[config.mk]
export PLATFORM = sky130hd
export DESIGN_NAME = wash_cycle_ctrl_flat
export DESIGN_NICKNAME = d
export VERILOG_FILES = /design/src/rtl/wm_pkg.sv /design/src/rtl/wash_cycle_ctrl_if.sv /design/src/rtl/sec_tick.sv /design/src/rtl/wash_cycle_ctrl.sv /design/src/flat_wrapper.sv
export SDC_FILE = /design/constraint.sdc
export NUM_CORES = 1
export LEC_CHECK = 0
export ABC_AREA = 1
export CORE_MARGIN = 1
export CORE_UTILIZATION = 45
export CTS_BUF_LIST = sky130_fd_sc_hd__clkbuf_8
export CTS_CLUSTER_SIZE = 10
export DETAILED_ROUTE_END_ITERATION = 8
export PLACE_DENSITY = 0.75
export SLEW_MARGIN = 20
export SYNTH_ARGS = -nofsm -noshare
export SYNTH_HDL_FRONTEND = slang
export SYNTH_HIERARCHICAL = 1
export SYNTH_SLANG_ARGS = --single-unit
[constraint.sdc]
create_clock -name clk -period 8.3 [get_ports clk]
set_input_delay 1.245 -clock clk [delete_from_list [all_inputs] [get_ports clk]]
set_output_delay 1.245 -clock clk [all_outputs]
set_load 0.005 [all_outputs]
[src/rtl/wm_pkg.sv]
// Shared encodings for the washing-machine controller: state codes,
// motor drive levels and load-mode selections.
package wm_pkg;

  localparam logic [2:0] ST_IDLE   = 3'd0;
  localparam logic [2:0] ST_CHARGE = 3'd1;
  localparam logic [2:0] ST_WASH   = 3'd2;
  localparam logic [2:0] ST_RINSE  = 3'd3;
  localparam logic [2:0] ST_SPIN   = 3'd4;
  localparam logic [2:0] ST_DONE   = 3'd5;
  localparam logic [2:0] ST_ERR    = 3'd6;

  typedef enum logic [2:0] {
    S_IDLE   = ST_IDLE,
    S_CHARGE = ST_CHARGE,
    S_WASH   = ST_WASH,
    S_RINSE  = ST_RINSE,
    S_SPIN   = ST_SPIN,
    S_DONE   = ST_DONE,
    S_ERR    = ST_ERR
  } state_t;

  localparam logic [1:0] MOTOR_OFF  = 2'b00;
  localparam logic [1:0] MOTOR_SLOW = 2'b01;
  localparam logic [1:0] MOTOR_SPIN = 2'b10;

  localparam logic [1:0] MODE_DRY = 2'b00;
  localparam logic [1:0] MODE_S   = 2'b01;
  localparam logic [1:0] MODE_M   = 2'b10;
  localparam logic [1:0] MODE_L   = 2'b11;

endpackage

[src/rtl/wash_cycle_ctrl_if.sv]
// User-input/billing side and actuator/display side of the wash controller.
// master drives the run request; slave is the controller itself.
interface wash_cycle_ctrl_if;
  logic        on;
  logic        start;
  logic        pause;
  logic [1:0]  mode;
  logic [11:0] bal;
  logic [11:0] set0;
  logic [11:0] set1;
  logic [11:0] set2;
  logic [11:0] set3;
  logic [11:0] bal_new;
  logic        bal_we;
  logic [2:0]  phase;
  logic [11:0] secs_left;
  logic        fill;
  logic [1:0]  motor;
  logic        drain;
  logic        done;
  logic        err_funds;

  modport master (
    output on, start, pause, mode, bal, set0, set1, set2, set3,
    input  bal_new, bal_we, phase, secs_left, fill, motor, drain, done, err_funds
  );

  modport slave (
    input  on, start, pause, mode, bal, set0, set1, set2, set3,
    output bal_new, bal_we, phase, secs_left, fill, motor, drain, done, err_funds
  );
endinterface

[src/rtl/sec_tick.sv]
// Prescaler producing a one-cycle tick every TICK_DIV enabled cycles.
// Holding en low freezes the count, so a partial second is never lost.
module sec_tick #(
  parameter int unsigned TICK_DIV = 100_000_000
) (
  input  logic clk,
  input  logic rst,
  input  logic clr,
  input  logic en,
  output logic tick
);

  localparam int unsigned CW = (TICK_DIV > 1) ? $clog2(TICK_DIV) : 1;
  localparam logic [CW-1:0] LAST = CW'(TICK_DIV - 1);

  logic [CW-1:0] cnt;

  assign tick = en && (cnt == LAST);

  // NOTE: sequential state uses <= so every register samples pre-edge values.
  always_ff @(posedge clk or negedge rst) begin
    if (!rst)          cnt <= '0;
    else if (clr)      cnt <= '0;
    else if (en)       cnt <= tick ? '0 : cnt + CW'(1);
  end

endmodule

[src/rtl/wash_cycle_ctrl.sv]
// Single-run washing-machine sequencer: latch mode/price, charge the balance,
// then time wash/rinse/spin phases on a 1 s tick and drive the actuators.
module wash_cycle_ctrl
  import wm_pkg::*;
#(
  parameter int unsigned TICK_DIV = 100_000_000,
  parameter logic [11:0] WASH_S   = 12'd20,
  parameter logic [11:0] WASH_M   = 12'd30,
  parameter logic [11:0] WASH_L   = 12'd40,
  parameter logic [11:0] RINSE_T  = 12'd10,
  parameter logic [11:0] SPIN_T   = 12'd8
) (
  input logic             clk,
  input logic             rst,
  wash_cycle_ctrl_if.slave bus
);

  state_t      state_q, state_d;
  logic [11:0] secs_q, secs_d;
  logic [1:0]  mode_q, mode_d;
  logic [11:0] price_q, price_d;
  logic [11:0] set_sel;
  logic [11:0] bal_new;
  logic        bal_we;
  logic        run, tick, clr, en;

  function automatic logic [11:0] wash_dur(input logic [1:0] m);
    case (m)
      MODE_S:  return WASH_S;
      MODE_M:  return WASH_M;
      MODE_L:  return WASH_L;
      default: return 12'd0;
    endcase
  endfunction

  assign run = (state_q == S_WASH) || (state_q == S_RINSE) || (state_q == S_SPIN);
  assign en  = run && bus.on && !bus.pause;
  // Any state change restarts the second, so each phase begins on a fresh count.
  assign clr = !run || (state_d != state_q);

  sec_tick #(.TICK_DIV(TICK_DIV)) u_sec_tick (
    .clk  (clk),
    .rst  (rst),
    .clr  (clr),
    .en   (en),
    .tick (tick)
  );

  always_comb begin
    case (bus.mode)
      2'b00:   set_sel = bus.set0;
      2'b01:   set_sel = bus.set1;
      2'b10:   set_sel = bus.set2;
      default: set_sel = bus.set3;
    endcase
  end

  // NOTE: every always_comb output gets a default first so no latch is inferred.
  always_comb begin
    state_d = state_q;
    secs_d  = secs_q;
    mode_d  = mode_q;
    price_d = price_q;
    bal_we  = 1'b0;
    bal_new = '0;
    if (!bus.on) begin
      state_d = S_IDLE;
      secs_d  = '0;
    end else begin
      case (state_q)
        S_IDLE: if (bus.start) begin
          mode_d  = bus.mode;
          price_d = set_sel;
          state_d = S_CHARGE;
        end
        S_CHARGE: if (bus.bal >= price_q) begin
          bal_we  = 1'b1;
          bal_new = bus.bal - price_q;
          if (mode_q == MODE_DRY) begin
            state_d = S_SPIN;
            secs_d  = SPIN_T;
          end else begin
            state_d = S_WASH;
            secs_d  = wash_dur(mode_q);
          end
        end else begin
          state_d = S_ERR;
        end
        S_WASH, S_RINSE, S_SPIN: begin
          // A zero-length phase falls through on its entry cycle.
          if ((secs_q == 12'd0) || (tick && (secs_q == 12'd1))) begin
            case (state_q)
              S_WASH:  begin state_d = S_RINSE; secs_d = RINSE_T; end
              S_RINSE: begin state_d = S_SPIN;  secs_d = SPIN_T;  end
              default: begin state_d = S_DONE;  secs_d = '0;      end
            endcase
          end else if (tick) begin
            secs_d = secs_q - 12'd1;
          end
        end
        S_DONE, S_ERR: if (bus.start) begin
          state_d = S_IDLE;
          secs_d  = '0;
        end
        default: begin
          state_d = S_IDLE;
          secs_d  = '0;
        end
      endcase
    end
  end

  always_ff @(posedge clk or negedge rst) begin
    if (!rst) begin
      state_q <= S_IDLE;
      secs_q  <= '0;
      mode_q  <= '0;
      price_q <= '0;
    end else begin
      state_q <= state_d;
      secs_q  <= secs_d;
      mode_q  <= mode_d;
      price_q <= price_d;
    end
  end

  always_comb begin
    bus.fill  = 1'b0;
    bus.drain = 1'b0;
    bus.motor = MOTOR_OFF;
    if (!bus.pause) begin
      case (state_q)
        S_WASH:  begin bus.fill = 1'b1; bus.motor = MOTOR_SLOW; end
        S_RINSE: begin bus.fill = 1'b1; bus.drain = 1'b1; bus.motor = MOTOR_SLOW; end
        S_SPIN:  begin bus.drain = 1'b1; bus.motor = MOTOR_SPIN; end
        default: ;
      endcase
    end
  end

  assign bus.phase     = state_q;
  assign bus.secs_left = secs_q;
  assign bus.done      = (state_q == S_DONE);
  assign bus.err_funds = (state_q == S_ERR);
  assign bus.bal_we    = bal_we;
  assign bus.bal_new   = bal_new;

endmodule
[src/flat_wrapper.sv]
// flat-port wrapper written by rule: the top's interface ports become plain ports
module wash_cycle_ctrl_flat import wm_pkg::*;
#(
  parameter int unsigned TICK_DIV = 100_000_000,
  parameter logic [11:0] WASH_S   = 12'd20,
  parameter logic [11:0] WASH_M   = 12'd30,
  parameter logic [11:0] WASH_L   = 12'd40,
  parameter logic [11:0] RINSE_T  = 12'd10,
  parameter logic [11:0] SPIN_T   = 12'd8
)
  (clk, rst, bus_on, bus_start, bus_pause, bus_mode, bus_bal, bus_set0, bus_set1, bus_set2, bus_set3, bus_bal_new, bus_bal_we, bus_phase, bus_secs_left, bus_fill, bus_motor, bus_drain, bus_done, bus_err_funds);
  wash_cycle_ctrl_if bus_i ();
  input logic clk;
  input logic rst;
  input wire logic [$bits(bus_i.on)-1:0] bus_on;
  input wire logic [$bits(bus_i.start)-1:0] bus_start;
  input wire logic [$bits(bus_i.pause)-1:0] bus_pause;
  input wire logic [$bits(bus_i.mode)-1:0] bus_mode;
  input wire logic [$bits(bus_i.bal)-1:0] bus_bal;
  input wire logic [$bits(bus_i.set0)-1:0] bus_set0;
  input wire logic [$bits(bus_i.set1)-1:0] bus_set1;
  input wire logic [$bits(bus_i.set2)-1:0] bus_set2;
  input wire logic [$bits(bus_i.set3)-1:0] bus_set3;
  output wire logic [$bits(bus_i.bal_new)-1:0] bus_bal_new;
  output wire logic [$bits(bus_i.bal_we)-1:0] bus_bal_we;
  output wire logic [$bits(bus_i.phase)-1:0] bus_phase;
  output wire logic [$bits(bus_i.secs_left)-1:0] bus_secs_left;
  output wire logic [$bits(bus_i.fill)-1:0] bus_fill;
  output wire logic [$bits(bus_i.motor)-1:0] bus_motor;
  output wire logic [$bits(bus_i.drain)-1:0] bus_drain;
  output wire logic [$bits(bus_i.done)-1:0] bus_done;
  output wire logic [$bits(bus_i.err_funds)-1:0] bus_err_funds;
  assign bus_i.on = bus_on;
  assign bus_i.start = bus_start;
  assign bus_i.pause = bus_pause;
  assign bus_i.mode = bus_mode;
  assign bus_i.bal = bus_bal;
  assign bus_i.set0 = bus_set0;
  assign bus_i.set1 = bus_set1;
  assign bus_i.set2 = bus_set2;
  assign bus_i.set3 = bus_set3;
  assign bus_bal_new = bus_i.bal_new;
  assign bus_bal_we = bus_i.bal_we;
  assign bus_phase = bus_i.phase;
  assign bus_secs_left = bus_i.secs_left;
  assign bus_fill = bus_i.fill;
  assign bus_motor = bus_i.motor;
  assign bus_drain = bus_i.drain;
  assign bus_done = bus_i.done;
  assign bus_err_funds = bus_i.err_funds;
  wash_cycle_ctrl #(.TICK_DIV(TICK_DIV), .WASH_S(WASH_S), .WASH_M(WASH_M), .WASH_L(WASH_L), .RINSE_T(RINSE_T), .SPIN_T(SPIN_T)) u_core (.clk(clk), .rst(rst), .bus(bus_i));
endmodule
==> out/metrics.csv <==
stage,metric,value,unit
grt,grt ovf,0,
grt,antenna violations before repair,0,
floorplanning,starting density of the core,46.8,%
sta,Slew Limit Headroom,39.8,%
layout,Finished Layout Cells,923,
sta,fin. max-slew vios,0,
floorplanning,FP Rows,36,
sta,endpoints failing setup,0,
yosys,"Seq/Total Area, Yosys",30.5,%
setup_path,"Slowest-stage cell, CP",clkdlybuf4s50_1,
detailed_routing,routed wire length per instance,13.2,um
setup_path,Critical Path AT,3.62,ns
detailed_routing,Routed WL,12.2,mm
layout,Area Growth Syn to Fin,25.2,%
layout,fin area,0.00576,mm^2
power,power per cell area,260,mW/mm^2
setup_path,crit path kind,in2out,
floorplanning,Die H,103,um
sta,RSZ-0062 raised after global routing,no,
setup_path,max incr delay on CP,0.51,ns
detailed_routing,Starting DRT DRC Count,221,
sta,min Tclk post-route,4.86,ns
sta,Worst-Margin Slew,0.899,ns
sta,Final Skew,0.0161,ns
yosys,Synth Instances,696,
yosys,Unique masters post-synth,42,
run,max-cap viol count,0,
power,Peak VDD IR,187,uV
placement,dpl hpwl,9.82,mm
grt,number of global-route vias before repair,4554,
grt,GRT Total Usage,23.8,%
clock_network,CTS resizes,0,
sta,Setup Total Neg Slack,0,ns
clock_network,H-tree Lvls,2,
yosys,yosys synthesis warning count,6,
power,Pleak,2.62,nW
detailed_routing,drt pass-1 iters,7,
grt,largest net degree at the start of global routing,57,
sta,fin crit share,58.6,%
setup_path,"CP delay by family, top",buffers and inverters,
setup_path,CP max FO,10,
yosys,syn nets,784,
setup_path,Worst EP required,7.05,ns
clock_network,CTS Sinks,56,
outcome,status,completed,
sta,f_max,0.206,GHz
grt,global-route wire length before repair,20.0,mm
clock_network,Inserted Clock Buffers,5,
detailed_routing,Vias per Instance,5.18,
layout,ratio of cells with drive above 1 in the final layout,7.85,%
yosys,Synth Register Bits,56,
clock_network,# hold bufs at CTS,0,
clock_network,CTS tree,built,
floorplanning,die area,0.0106,mm^2
clock_network,"Clk Latency, worst-skew pair",0.31,ns
setup_path,startpoint types,primary input,
floorplanning,IO Pins,101,
setup_path,crit-path cells,"clkdlybuf4s50_1, inv_1, ha_1, inv_1, fa_1, nand3_1, nand3_1, nand2_1, nand3_2, nand2_2, inv_2, nand2_1, nor2_1, clkdlybuf4s50_1",
placement,placed inst area,0.00567,mm^2
placement,dpl cells,915,
clock_network,CTS Root Cell,clkbuf_8,
sta,final hold vios,0,
layout,number of antenna diodes,0,
yosys,average size of a mapped cell,6.61,um^2
layout,final net count,877,
worst_hold_path,worst min path class,reg2reg,
detailed_routing,via count,4785,
clock_network,Setup Buffers After CTS,0,
placement,port bufs,100,
floorplanning,Std-Cell Core Area,0.00982,mm^2
yosys,"Cell Area, Synth",0.00460,mm^2
placement,routability cong.,0.923,
floorplanning,Die X,103,um
detailed_routing,DRC viols,0,
setup_path,CP Capture Type,output pin,
clock_network,Worst-path clk slew,0.09,ns
detailed_routing,remaining antenna violation count,0,
setup_path,"Buf+Inv Stages, Crit Path",5,
clock_network,maximum clock insertion buffer count,2,
## cell families (layout without fill, tap and decap cells)
| family | after synthesis | count (layout) | share of synthesized area, % |
|---|---|---|---|
| AO/OA/AOI/OAI | 75 | 75 | 9.47 |
| flip-flops | 56 | 56 | 30.5 |
| AND/OR/NAND/NOR | 433 | 433 | 42.7 |
| XOR/XNOR | 14 | 14 | 2.67 |
| buffers and inverters | 97 | 191 | 8.84 |
| adder cells (fa/ha/maj) | 21 | 21 | 5.88 |
## path summary, 6_finish.rpt
path                       slack, ns                   endpoint  cells after the start           startpoint
hold / removal                  0.51          u_core/price_q[1]                      2    u_core/price_q[1]
max in group asynchronous       6.74         u_core/price_q[11]                      2                  rst
min in group asynchronous       1.05   u_core/u_sec_tick/cnt[9]                      2                  rst
hold reg to reg                 0.51          u_core/price_q[1]                      2    u_core/price_q[1]
setup / recovery                3.44             bus_bal_new[7]                     14           bus_bal[0]
setup reg to reg                4.27  u_core/u_sec_tick/cnt[26]                     22  u_core/bus.phase[0]
## cell usage after synthesis, drive strengths merged
cell type,instances,area [um^2]
a221oi,3,26.3
clkinv,2,7.51
a21o,3,22.5
nand3,55,300
o21bai,2,15.0
or2,3,18.8
xnor2,6,52.6
nand3b,3,22.5
nor4,1,6.26
o22ai,4,25.0
fa,1,20.0
ha,20,250
a211oi,8,60.1
clkbuf,7,26.3
nor2,122,562
o31ai,1,7.51
and2,1,6.26
dfrtp,56,1400
o21ai,16,80.1
nand2,220,875
nor3,7,35.0
nand4,16,100
xor2,8,70.1
nor3b,5,37.5
a21oi,37,193
buf,8,72.6
inv,80,300
a31oi,1,6.26
## cell usage in the layout (no fill, tap or decap), types with 2 or more instances in the layout
cell / synthesis / final
inv_2: 11 / 11
nor3b_1: 5 / 5
clkdlybuf4s50_1: 0 / 99
nor2_1: 98 / 98
nor2_4: 6 / 6
nand3_1: 50 / 50
nand4_1: 16 / 16
dfrtp_1: 56 / 56
nand3b_1: 3 / 3
xor2_1: 8 / 8
o21ai_0: 3 / 3
a21oi_1: 35 / 35
clkinv_2: 0 / 2
o21bai_1: 2 / 2
inv_1: 69 / 69
xnor2_1: 6 / 6
nand3_2: 5 / 5
clkbuf_8: 0 / 5
or2_2: 2 / 2
nor2_2: 17 / 17
ha_1: 20 / 20
nand2_1: 212 / 212
nand2_2: 4 / 4
a21oi_2: 2 / 2
nor3_1: 7 / 7
nand2_4: 3 / 3
a211oi_1: 8 / 8
a21o_1: 3 / 3
a221oi_1: 3 / 3
clkinv_1: 2 / 2
o22ai_1: 4 / 4
o21ai_1: 13 / 13
## power breakdown
part           total, mW  leakage (nW)  switching, mW  internal, mW
Clock              0.147        0.0479         0.0883        0.0591
Combinational      0.966          1.82          0.591         0.374
Sequential         0.382         0.748         0.0533         0.328
Total               1.49          2.62          0.733         0.762
## layer usage
layer | vias to the layer above | global-route usage [%] | wire [um]
met4 | 0 | 5.74 | 174
met5 | - | 0 | 0
li1 | 2414 | - | -
met1 | 2191 | 30.3 | 5500
met2 | 164 | 41.5 | 5720
met3 | 16 | 4.34 | 770
## state kept, by name, indices dropped and copies added, names as in the netlist
name                   flops
u_core/bus.phase           3
u_core/bus.secs_left      12
u_core/mode_q              2
u_core/price_q            12
u_core/u_sec_tick/cnt     27
## stage by stage
step	total power [mW]	hold WS [ns]	setup WS (ns)	utilization (%)
2_1_floorplan	1.10	0.459	4.47	-
3_3_place_gp	1.33	0.481	3.48	57.7
3_5_place_dp	1.34	0.492	3.42	57.7
4_1_cts	1.50	0.516	3.41	58.6
5_1_grt	1.63	0.546	3.24	58.6
6_report	1.49	0.509	3.44	58.6
## worst register-to-register path, delay by kind of cell, from the launching register on
family	cells	cell delay, ns
and+or+nand+nor	19	3.09
buffers and inverters	2	0.20
AOI/OAI and AO/OA	1	0.18
DFF	1	0.46
## layout make-up
type | instances | area (um^2)
flip-flops and latches | 56 | 1400
repair buffers | 101 | 1000
well taps | 133 | 166
multi-input cells | 543 | 2790
fillers | 932 | 4060
clock inverters | 3 | 18.8
inverters | 82 | 308
clock buffers | 5 | 68.8
Power figures use the tool's default switching activity.
